==> src/rtl/rpn_stack_calculator.sv <==
// Reverse-Polish stack calculator core: push/drop/add/subtract/multiply on a
// small LIFO, with an optional iterative shift-add multiplier.
module rpn_stack_calculator #(
  parameter int DATA_WIDTH    = 8,
  parameter int RESULT_WIDTH  = 16,
  parameter int STACK_DEPTH   = 4,
  parameter int MUL_ITERATIVE = 1
) (
  input  logic                               clock,
  input  logic                               reset_n,
  input  logic                               enter,
  input  logic                               add,
  input  logic                               subtract,
  input  logic                               multiply,
  input  logic                               drop,
  input  logic [DATA_WIDTH-1:0]              data,
  output logic [RESULT_WIDTH-1:0]            result,
  output logic                               overflow,
  output logic [3:0]                         error,
  output logic                               busy,
  output logic [$clog2(STACK_DEPTH+1)-1:0]   depth
);

  localparam int DW = $clog2(STACK_DEPTH + 1);
  localparam int IW = $clog2(STACK_DEPTH);
  localparam int CW = $clog2(RESULT_WIDTH + 1);
  localparam int PW = 2 * RESULT_WIDTH;

  typedef enum logic {IDLE, MUL} state_t;

  state_t                  state;
  state_t                  state_next;

  logic [RESULT_WIDTH-1:0] stack [STACK_DEPTH];
  logic [IW-1:0]           tos_idx;
  logic [IW-1:0]           nos_idx;
  logic [RESULT_WIDTH-1:0] tos;
  logic [RESULT_WIDTH-1:0] nos;

  logic [4:0]              cmds;
  logic                    one_hot;
  logic                    any_cmd;
  logic                    full;
  logic                    two_or_more;

  logic [RESULT_WIDTH:0]   sum;
  logic [RESULT_WIDTH:0]   diff;
  logic [PW-1:0]           product;

  logic [PW-1:0]           acc;
  logic [PW-1:0]           mcand;
  logic [RESULT_WIDTH-1:0] mplier;
  logic [CW-1:0]           count;
  logic [PW-1:0]           acc_step;

  assign cmds        = {enter, add, subtract, multiply, drop};
  assign one_hot     = $onehot(cmds);
  assign any_cmd     = |cmds;
  assign full        = (depth == DW'(STACK_DEPTH));
  assign two_or_more = (depth >= DW'(2));

  assign tos_idx = IW'(depth - DW'(1));
  assign nos_idx = IW'(depth - DW'(2));
  assign tos     = stack[tos_idx];
  assign nos     = stack[nos_idx];

  assign sum      = {1'b0, nos} + {1'b0, tos};
  assign diff     = {1'b0, nos} - {1'b0, tos};
  assign product  = PW'(nos) * PW'(tos);
  assign acc_step = acc + (mplier[0] ? mcand : '0);

  assign result = (depth == '0) ? '0 : tos;
  assign busy   = (state == MUL);

  // FSM state register
  always_ff @(posedge clock or negedge reset_n) begin
    if (!reset_n) state <= IDLE;
    else          state <= state_next;
  end

  // FSM next state: leave IDLE only for an accepted iterative multiply
  always_comb begin
    state_next = state;
    case (state)
      IDLE: if (MUL_ITERATIVE != 0 && one_hot && multiply && two_or_more)
              state_next = MUL;
      MUL:  if (count == CW'(1)) state_next = IDLE;
      default: state_next = IDLE;
    endcase
  end

  // Stack, status and multiplier datapath
  always_ff @(posedge clock or negedge reset_n) begin
    if (!reset_n) begin
      for (int unsigned i = 0; i < STACK_DEPTH; i++) stack[i] <= '0;
      depth    <= '0;
      overflow <= 1'b0;
      error    <= '0;
      acc      <= '0;
      mcand    <= '0;
      mplier   <= '0;
      count    <= '0;
    end else if (state == MUL) begin
      if (any_cmd) error <= 4'd3;
      acc    <= acc_step;
      mcand  <= mcand << 1;
      mplier <= mplier >> 1;
      count  <= count - CW'(1);
      // The final step's sum is written straight to the stack so the product
      // lands on the same edge the FSM returns to IDLE.
      if (count == CW'(1)) begin
        stack[nos_idx] <= acc_step[RESULT_WIDTH-1:0];
        overflow       <= |acc_step[PW-1:RESULT_WIDTH];
        depth          <= depth - DW'(1);
      end
    end else if (any_cmd) begin
      if (!one_hot) begin
        error <= 4'd3;
      end else if (enter) begin
        if (full) begin
          error <= 4'd2;
        end else begin
          stack[IW'(depth)] <= RESULT_WIDTH'(data);
          depth             <= depth + DW'(1);
          overflow          <= 1'b0;
          error             <= '0;
        end
      end else if (drop) begin
        if (depth == '0) begin
          error <= 4'd1;
        end else begin
          depth    <= depth - DW'(1);
          overflow <= 1'b0;
          error    <= '0;
        end
      end else if (!two_or_more) begin
        error <= 4'd1;
      end else begin
        error <= '0;
        if (add) begin
          stack[nos_idx] <= sum[RESULT_WIDTH-1:0];
          overflow       <= sum[RESULT_WIDTH];
          depth          <= depth - DW'(1);
        end else if (subtract) begin
          stack[nos_idx] <= diff[RESULT_WIDTH-1:0];
          overflow       <= diff[RESULT_WIDTH];
          depth          <= depth - DW'(1);
        end else if (MUL_ITERATIVE != 0) begin
          acc    <= '0;
          mcand  <= PW'(nos);
          mplier <= tos;
          count  <= CW'(RESULT_WIDTH);
        end else begin
          stack[nos_idx] <= product[RESULT_WIDTH-1:0];
          overflow       <= |product[PW-1:RESULT_WIDTH];
          depth          <= depth - DW'(1);
        end
      end
    end
  end

endmodule

==> config.mk <==
export PLATFORM = sky130hd
export DESIGN_NAME = rpn_stack_calculator
export DESIGN_NICKNAME = d
export VERILOG_FILES = /design/src/rtl/rpn_stack_calculator.sv
export SDC_FILE = /design/constraint.sdc
export NUM_CORES = 1
export LEC_CHECK = 0
export CAP_MARGIN = 20
export CORE_AREA = 3 3 170 172
export CTS_BUF_LIST = sky130_fd_sc_hd__clkbuf_8
export DETAILED_ROUTE_END_ITERATION = 16
export DIE_AREA = 0 0 173 175
export PLACE_DENSITY = 0.57
export SETUP_SLACK_MARGIN = 0.5
export SYNTH_ARGS = -nofsm -noshare
export SYNTH_HDL_FRONTEND = slang
export SYNTH_SLANG_ARGS = --single-unit
==> constraint.sdc <==
create_clock -name clock -period 5.96 [get_ports clock]
set_input_delay 1.192 -clock clock [delete_from_list [all_inputs] [get_ports clock]]
set_output_delay 1.192 -clock clock [all_outputs]
set_load 0.02 [all_outputs]
==> reports/metrics.cfg, run 1 <==
[power_and_ir_drop]
pwr-share-clk_pct = 12.3
switching_share_pct = 49.35
p_leak_uw = 0.005684
p_comb_share_pct = 61.6
seq_power_share_pct = 26.1
ir_worst_vdd_v = 0.0002449
p_per_area_nw_per_um2 = 564.8
intPower_uw = 3449
p_switching_uw = 3360

[clock_tree]
cts_resized = 0
cts_buffers = 17
cts_root_buffer = clkbuf_8
postCtsHoldBufs = 0
clk_latency_ps = 480
cts_sinks = 156
post_cts_buffers = 0
cts_tree = done
clk_pin_slew_ps = 110
cts_buffer_depth = 2
ctsHtreeMaxLevel = 4

[floorplan]
io_pins = 40
fp-row-count = 61
dieArea_um2 = 30280
die_x_um = 173
core_area_um2 = 27630
initial_core_util_pct = 39.47
die_height_um = 175

[sta]
hold_viol = 0
setup_slack_ps = 1079
finalCritPeriodShare_pct = 81.90
slew_viol_final = 0
rsz0062_at_grt = no
worst_pin_slew_ps = 914.9
skew_ps = 24.71
period_needed_ps = 4881
fmax_ghz = 0.2049
slew_headroom_pct = 38.49
fin_setup_tns_ps = 0
finalSetupViolCount = 0

[place]
place_area_um2 = 11650
gp_congestion = 0.8637
io_buffers = 37
dp_hpwl_um = 22500
place_inst = 1562
place_ws_ps = 649.7

[global_route]
gr-total-overflow = 0
grt_pass1_wl_um = 49780
first_global_vias = 9120
grt_max_degree = 69
antenna_found_initial = 0
grt_usage_pct = 20.37

[hold_path]
hold_depth = 2
hp-class = reg2reg
holdCritStartpoint = acc[14]

[drt]
drtIter0Drc = 833
dr.pass1.iters = 7
drc = 0
vias_per_cell = 5.754
routed_wl_um = 30250
drtAntennaViolNets = 0
num_vias = 9172
wl_per_cell_um = 18.98

[cells_and_area]
final_common_cell = dfrtp_1
final_area_um2 = 12060
fin_cells = 1594
drive_gt1_share_pct = 7.813
final_cell_mix = 154 x dfrtp_1, 148 x nand2_1, 91 x inv_1, 91 x nor2_1, 73 x ha_1
fin_nets = 1296
syn_to_final_growth_pct = 10.56
fin_util_pct = 43.64
n_antenna_cell = 0

[critical_path]
critPathKind = in2reg
cp-end-kind = flop
timing.rr.start = depth[0]
cp_data_required_time_ps = 6380
reg2reg_depth = 15
worstSetupStartpoint = enter
crit_path_max_fanout = 23
cp_data_arrival_time_ps = 5300
startpoint_type = primary input

[logic_synthesis]
ys.flop_type = dfrtp_1
synth_seq_cells = 156
synth_edf_count = 0
synth_cell_types = 74
synth-seq-area-share_pct = 35.80
avgSynthCellArea_um2 = 9.164
yosysWarningCount = 0
synth_cells = 1190
synth_area_um2 = 10910
async_flop_share_pct = 100.0

[flow_run]
max_cap_violations = 0

[outcome]
status = finished clean

-- power groups by stage --
stage,Sequential (µW),Clock [µW],Combinational [µW]
final,1770,839,4200
after global routing,1830,913,4660
after CTS,1770,864,4190
after detailed placement,1790,0,4170
after global placement,1790,0,4130
after floorplan,1660,0,3060
-- routing by layer --
| layer | wire, µm | global-route usage, % | up-vias |
|---|---|---|---|
| met2 | 14310 | 33.82 | 201 |
| met4 | 410 | 4.831 | 0 |
| met1 | 14380 | 28.23 | 4539 |
| met5 | 0 | 0 | - |
| li1 | - | - | 4409 |
| met3 | 1154 | 3.020 | 23 |
-- cells in the mapped netlist, types with 30 or more instances --
master,number,area (µm²)
inv_1,90,337.8
and2_1,34,212.7
o21ai_0,55,275.3
a21oi_1,64,320.3
nand2_1,148,555.5
a222oi_1,30,300.3
nor2_1,91,341.6
clkbuf_1,45,168.9
dfrtp_1,156,3904
ha_1,73,913.4
mux4_2,32,720.7
a22o_1,47,411.6
-- cell type report --
class                      count  area (µm²)
clock buffer                  17       234.0
clock inverter                15       172.7
fill                        2797       15570
inverter                      91       341.6
multi-input combinational    880        6407
sequential                   156        3906
tap                          378       473.0
timing repair buffer          57       521.8
-- registers in the layout, indices dropped and copies added, names as in the netlist --
register	flops
acc	32
overflow	1
busy	1
stack	64
count	5
depth	3
error	2
mplier	16
mcand	32
-- worst max-delay path: stages --
cell             delay, ps
clkdlybuf4s50_1        610
fa_1                   590
inv_1                   50
fa_1                   350
inv_1                   60
ha_1                   240
nor4_2                 460
a31oi_1                240
a21o_1                 320
nand2b_1               190
buf_4                  210
nor2_1                 410
buf_4                  230
a22o_1                 130
-- path summary, 6_finish.rpt --
kind,slack [ps],to
max reg2reg,1160,overflow
min reg2reg,490,acc[14]
max in group asynchronous,4070,depth[0]
min,490,acc[14]
min in group asynchronous,730,mcand[0]
max,1080,stack[61]
-- metrics by stage --
| step | hold slack, ps | total power, µW |
|---|---|---|
| global placement | 466.5 | 5922 |
| floorplan | 452.4 | 4719 |
| finish | 487.5 | 6809 |
| global route | 524.6 | 7402 |
| CTS | 493.5 | 6823 |
| detailed placement | 470.7 | 5955 |
-- cells by family after synthesis --
logic type      count (synthesis)  share of synthesized area [%]
mux                            34                          6.792
flops                         156                          35.80
fa+ha+maj                      78                          9.293
xor+xnor                       36                          2.891
simple gates                  370                          15.94
compound gates                360                          23.67
other cells                     1                        0.03439
buf+inv                       155                          5.587
Note: power is estimated with default switching activity, not from simulation.
==> inputs of run 2 (changes only) <==
- clock period: 5.96 -> 4.6 ns (I/O delays scaled with it)
==> reports/metrics.cfg, run 2 (synthesized netlist as in run 1, its figures left out) <==
[sta]
hold_viol = 0
worst_pin_slew_ps = 938.1
slew_viol_final = 0
period_needed_ps = 3963
finalCritPeriodShare_pct = 86.15
skew_ps = 29.02
hold_ws_ps = 490.1
fin_setup_tns_ps = 0
slew_headroom_pct = 37.46
fmax_ghz = 0.2523
finalSetupViolCount = 0
rsz0062_at_grt = no

[power_and_ir_drop]
p_per_area_nw_per_um2 = 759.1
finalPower_uw = 9430
ir_worst_vdd_v = 0.0003195
p_leak_uw = 0.005862

[place]
dp_hpwl_um = 22820
gp_congestion = 0.9215
io_buffers = 37

[clock_tree]
cts_buffer_depth = 2
ctsHtreeMaxLevel = 4
clk_pin_slew_ps = 110
clk_latency_ps = 480
postCtsHoldBufs = 0
cts_buffers = 17
cts_sinks = 156
cts_root_buffer = clkbuf_8
cts_tree = done

[critical_path]
cp_data_required_time_ps = 4960
r2r_slack_ps = 640
cp-end-kind = flop
startpoint_type = flop
timing.rr.start = depth[0]
reg2reg_to = stack[30]
cp_data_arrival_time_ps = 4320
crit_path_max_fanout = 6
critPathKind = reg2reg
reg2reg_depth = 16

[floorplan]
core_area_um2 = 27630
die_height_um = 175
dieArea_um2 = 30280
die_x_um = 173
io_pins = 40
initial_core_util_pct = 39.47
fp-row-count = 61

[drt]
vias_per_cell = 5.786
routed_wl_um = 30910
drtAntennaViolNets = 0
drtIter0Drc = 742
wl_per_cell_um = 19.08
num_vias = 9373
drc = 0
dr.pass1.iters = 7

[global_route]
gr-total-overflow = 0
antenna_found_initial = 0
grt_usage_pct = 20.40
grt_max_degree = 97
first_global_vias = 9094
grt_pass1_wl_um = 49870

[hold_path]
min_to = acc[7]
hold_depth = 2
holdCritStartpoint = acc[7]
hp-class = reg2reg

[cells_and_area]
nFillCells = 2731
drive_gt1_share_pct = 11.51
syn_to_final_growth_pct = 13.92
fin_nets = 1322
largest_reg_flops = 64
reg.largest.list = stack (64), acc (32), mcand (32)
regMostFlops = stack
n_antenna_cell = 0
final_common_cell = dfrtp_1
final_cell_mix = 154 x dfrtp_1, 148 x nand2_1, 89 x nor2_1

[flow_run]
max_cap_violations = 0

[outcome]
status = finished clean

==> run 2: cell types whose count changed in the layout (fill, tap and decap cells not counted), sizes merged <==
cell      delta
bufinv       +1
clkinvlp     -1
clkinv       +2
inv          -2
buf         +26
==> run 2: repair_timing <==
item	4_1_cts	5_1_grt
endpoints found under the setup margin	13	64
gates resized for setup	6	25
setup buffers	0	10
pin swaps	0	7
==> run 2: worst max-delay path, stage by stage (launching register included) <==
cell	delay (ps)
dfrtp_2	440
inv_1	120
ha_1	280
buf_6	160
mux4_2	290
ha_1	180
inv_1	60
fa_1	420
a21oi_1	210
o211ai_1	170
o21ai_2	240
o41ai_4	120
o41ai_2	360
nor4_1	80
a21oi_1	200
o2111ai_2	240
a22o_1	270
==> run 2: area by class of cell <==
cell class	instances	area, µm²	share of cell area (%)
Inverter	91	341.6	2.750
Timing Repair Buffer	83	765.7	6.164
Sequential cell	156	3906	31.44
Tap cell	378	473.0	3.807
Clock inverter	15	180.2	1.450
Clock buffer	17	234.0	1.883
Multi-Input combinational cell	880	6523	52.50
==> run 2: through the flow <==
| step | cell area [µm²] | setup WS [ps] | cells | util (%) |
|---|---|---|---|---|
| after floorplan | 10930 | 517.2 | 1191 | - |
| after global placement | 11810 | 143.5 | 1578 | 42.74 |
| after detailed placement | 11810 | 60.34 | 1578 | 42.74 |
| after CTS | 12260 | 430.1 | 1610 | 44.36 |
| after global routing | 12420 | 451.3 | 1620 | 44.96 |
| final | 12420 | 637.0 | 1620 | 44.96 |
==> run 2: power breakdown <==
| part | switching [µW] | total, µW | leakage [µW] | internal (µW) |
|---|---|---|---|---|
| registers | 423 | 2270 | 0.00209 | 1850 |
| clock network | 621 | 1130 | 0.000210 | 505 |
| logic | 3540 | 6030 | 0.00356 | 2490 |
| total | 4580 | 9430 | 0.00586 | 4850 |
==> run 2: how the worst max path moves through the flow <==
stage / from / endpoint
2_1_floorplan: depth[0] / stack[14]
6_report: depth[0] / stack[30]
3_3_place_gp: subtract / stack[46]
3_5_place_dp: subtract / stack[63]
5_1_grt: depth[0] / stack[31]
4_1_cts: depth[1] / overflow
==> run 2: per-layer routing <==
metal / GRT usage, % / vias to the layer above / wire [µm]
met5: 0 / - / 0
met2: 33.42 / 246 / 14650
met3: 3.129 / 30 / 1487
li1: - / 4468 / -
met1: 28.14 / 4629 / 14170
met4: 5.878 / 0 / 603
==> inputs of run 3 (changes only) <==
--- a/config.mk
+++ b/config.mk
@@ -7,9 +7,9 @@
 export LEC_CHECK = 0
 export CAP_MARGIN = 20
-export CORE_AREA = 3 3 170 172
+export CORE_AREA = 3 3 135 137
 export CTS_BUF_LIST = sky130_fd_sc_hd__clkbuf_8
 export DETAILED_ROUTE_END_ITERATION = 16
-export DIE_AREA = 0 0 173 175
-export PLACE_DENSITY = 0.57
+export DIE_AREA = 0 0 138 140
+export PLACE_DENSITY = 0.91
 export SETUP_SLACK_MARGIN = 0.5
 export SYNTH_ARGS = -nofsm -noshare
==> constraint.sdc (replaced) <==
create_clock -name clock -period 4.6 [get_ports clock]
set_input_delay 0.46 -clock clock [delete_from_list [all_inputs] [get_ports clock]]
set_output_delay 0.46 -clock clock [all_outputs]
set_load 0.02 [all_outputs]
==> reports/metrics.cfg, run 3 (synthesized netlist as in run 1, its figures left out) <==
[outcome]
status = finished clean

[global_route]
grt_pass1_wl_um = 48850
grt_max_degree = 102
antenna_found_initial = 0
first_global_vias = 9728
grt_usage_pct = 30.64
gr-total-overflow = 0

[critical_path]
cp_data_required_time_ps = 4960
critPathKind = reg2reg
cp-end-kind = flop
cp_data_arrival_time_ps = 4330
startpoint_type = flop
crit_path_max_fanout = 9

[hold_path]
hp-class = in2async

[drt]
dr.pass1.iters = 6
routed_wl_um = 30080
drtAntennaViolNets = 0
vias_per_cell = 6.774
drtIter0Drc = 1198
wl_per_cell_um = 20.75
wl_met2_um = 14490
wl_met1_um = 12310
num_vias = 9822
highest_layer = met4
wl_met3_um = 2318
drc = 0

[sta]
fmax_ghz = 0.2514
hold_ws_ps = 54.77
slew_headroom_pct = 35.51
setup_slack_ps = 621.8
finalSetupViolCount = 0
hold_viol = 0
period_needed_ps = 3978
rsz0062_at_grt = yes
skew_ps = 24.38
slew_viol_final = 0
finalCritPeriodShare_pct = 86.48
worst_pin_slew_ps = 967.3
fin_setup_tns_ps = 0

[place]
place_ws_ps = 347.3
gp_congestion = 0.9615
io_buffers = 37
dp_hpwl_um = 21600

[floorplan]
core_area_um2 = 17180
initial_core_util_pct = 63.49
die_x_um = 138
fp-row-count = 48
io_pins = 40
dieArea_um2 = 19320
die_height_um = 140

[power_and_ir_drop]
p_per_area_nw_per_um2 = 757.5
p_leak_uw = 0.005746
ir_worst_vdd_v = 0.0004788

[cells_and_area]
nFillCells = 1301
regMostFlops = stack
syn_to_final_growth_pct = 10.07
reg.largest.list = stack (64), acc (32), mcand (32)
n_antenna_cell = 0
final_common_cell = dfrtp_1
largest_reg_flops = 64
fin_nets = 1306
drive_gt1_share_pct = 9.224
final_cell_mix = 154 x dfrtp_1, 148 x nand2_1, 91 x nor2_1
fin_util_pct = 69.89

[clock_tree]
clk_pin_slew_ps = 100
cts_buffer_depth = 2
ctsHtreeMaxLevel = 4
clk_latency_ps = 470
cts_root_buffer = clkbuf_8
cts_buffers = 17
cts_tree = done
cts_sinks = 156

[flow_run]
max_cap_violations = 0

## run 3: final timing paths
kind,startpoint,to,slack (ps),depth (start not counted)
min in group clock,acc[10],acc[10],490,2
worst max-delay path,depth[0],stack[15],620,13
worst max register to register,depth[0],stack[15],620,13
worst min register to register,acc[10],acc[10],490,2
max in group asynchronous,reset_n,busy,3470,2
worst min-delay path,reset_n,mplier[0],50,1
## run 3: metal layers
| layer | track usage, % | vias up |
|---|---|---|
| met5 | 0 | - |
| met4 | 11.08 | 0 |
| met3 | 5.599 | 81 |
| met2 | 50.95 | 523 |
| met1 | 40.60 | 4786 |
| li1 | - | 4432 |
## run 3: where the power goes
part           total [µW]  switching (µW)  internal, µW
clock network        1060             567           491
registers            2300             449          1850
logic                5730            3440          2300
total                9090            4450          4640
## run 3: cell type report
class,count,area [µm²],share of cell area [%]
Tap cell,225,281.5,2.345
Multi-Input combinational cell,880,6461,53.83
Clock buffer,17,234.0,1.949
Timing Repair Buffer,67,616.8,5.139
Clock inverter,14,162.7,1.355
Inverter,91,341.6,2.846
Sequential cell,156,3906,32.54
## run 3: per-stage QoR
stage	cell area, µm²	std cells	total power (µW)
2_1_floorplan	10930	1191	6144
3_3_place_gp	11520	1415	7561
3_5_place_dp	11520	1415	7717
4_1_cts	11950	1450	8830
5_1_grt	12000	1450	9721
6_report	12000	1450	9093
## run 3: worst max-delay path, stage by stage (launching register included)
cell	delay (ps)
dfrtp_2	380
buf_4	130
buf_4	210
mux4_2	590
ha_1	440
nor2_1	210
o211ai_1	190
a311oi_2	370
o2111ai_1	190
nand2_1	100
a211oi_1	90
a2111oi_1	430
and4b_2	320
o31ai_1	230
## run 3: repair_timing
item,in CTS,in global routing
resized for setup,2,11
hold buffers,0,0
hold endpoints to repair,0,0
setup endpoints to repair,20,22
pin swaps,0,2
setup buffers,4,0
cloned,0,0
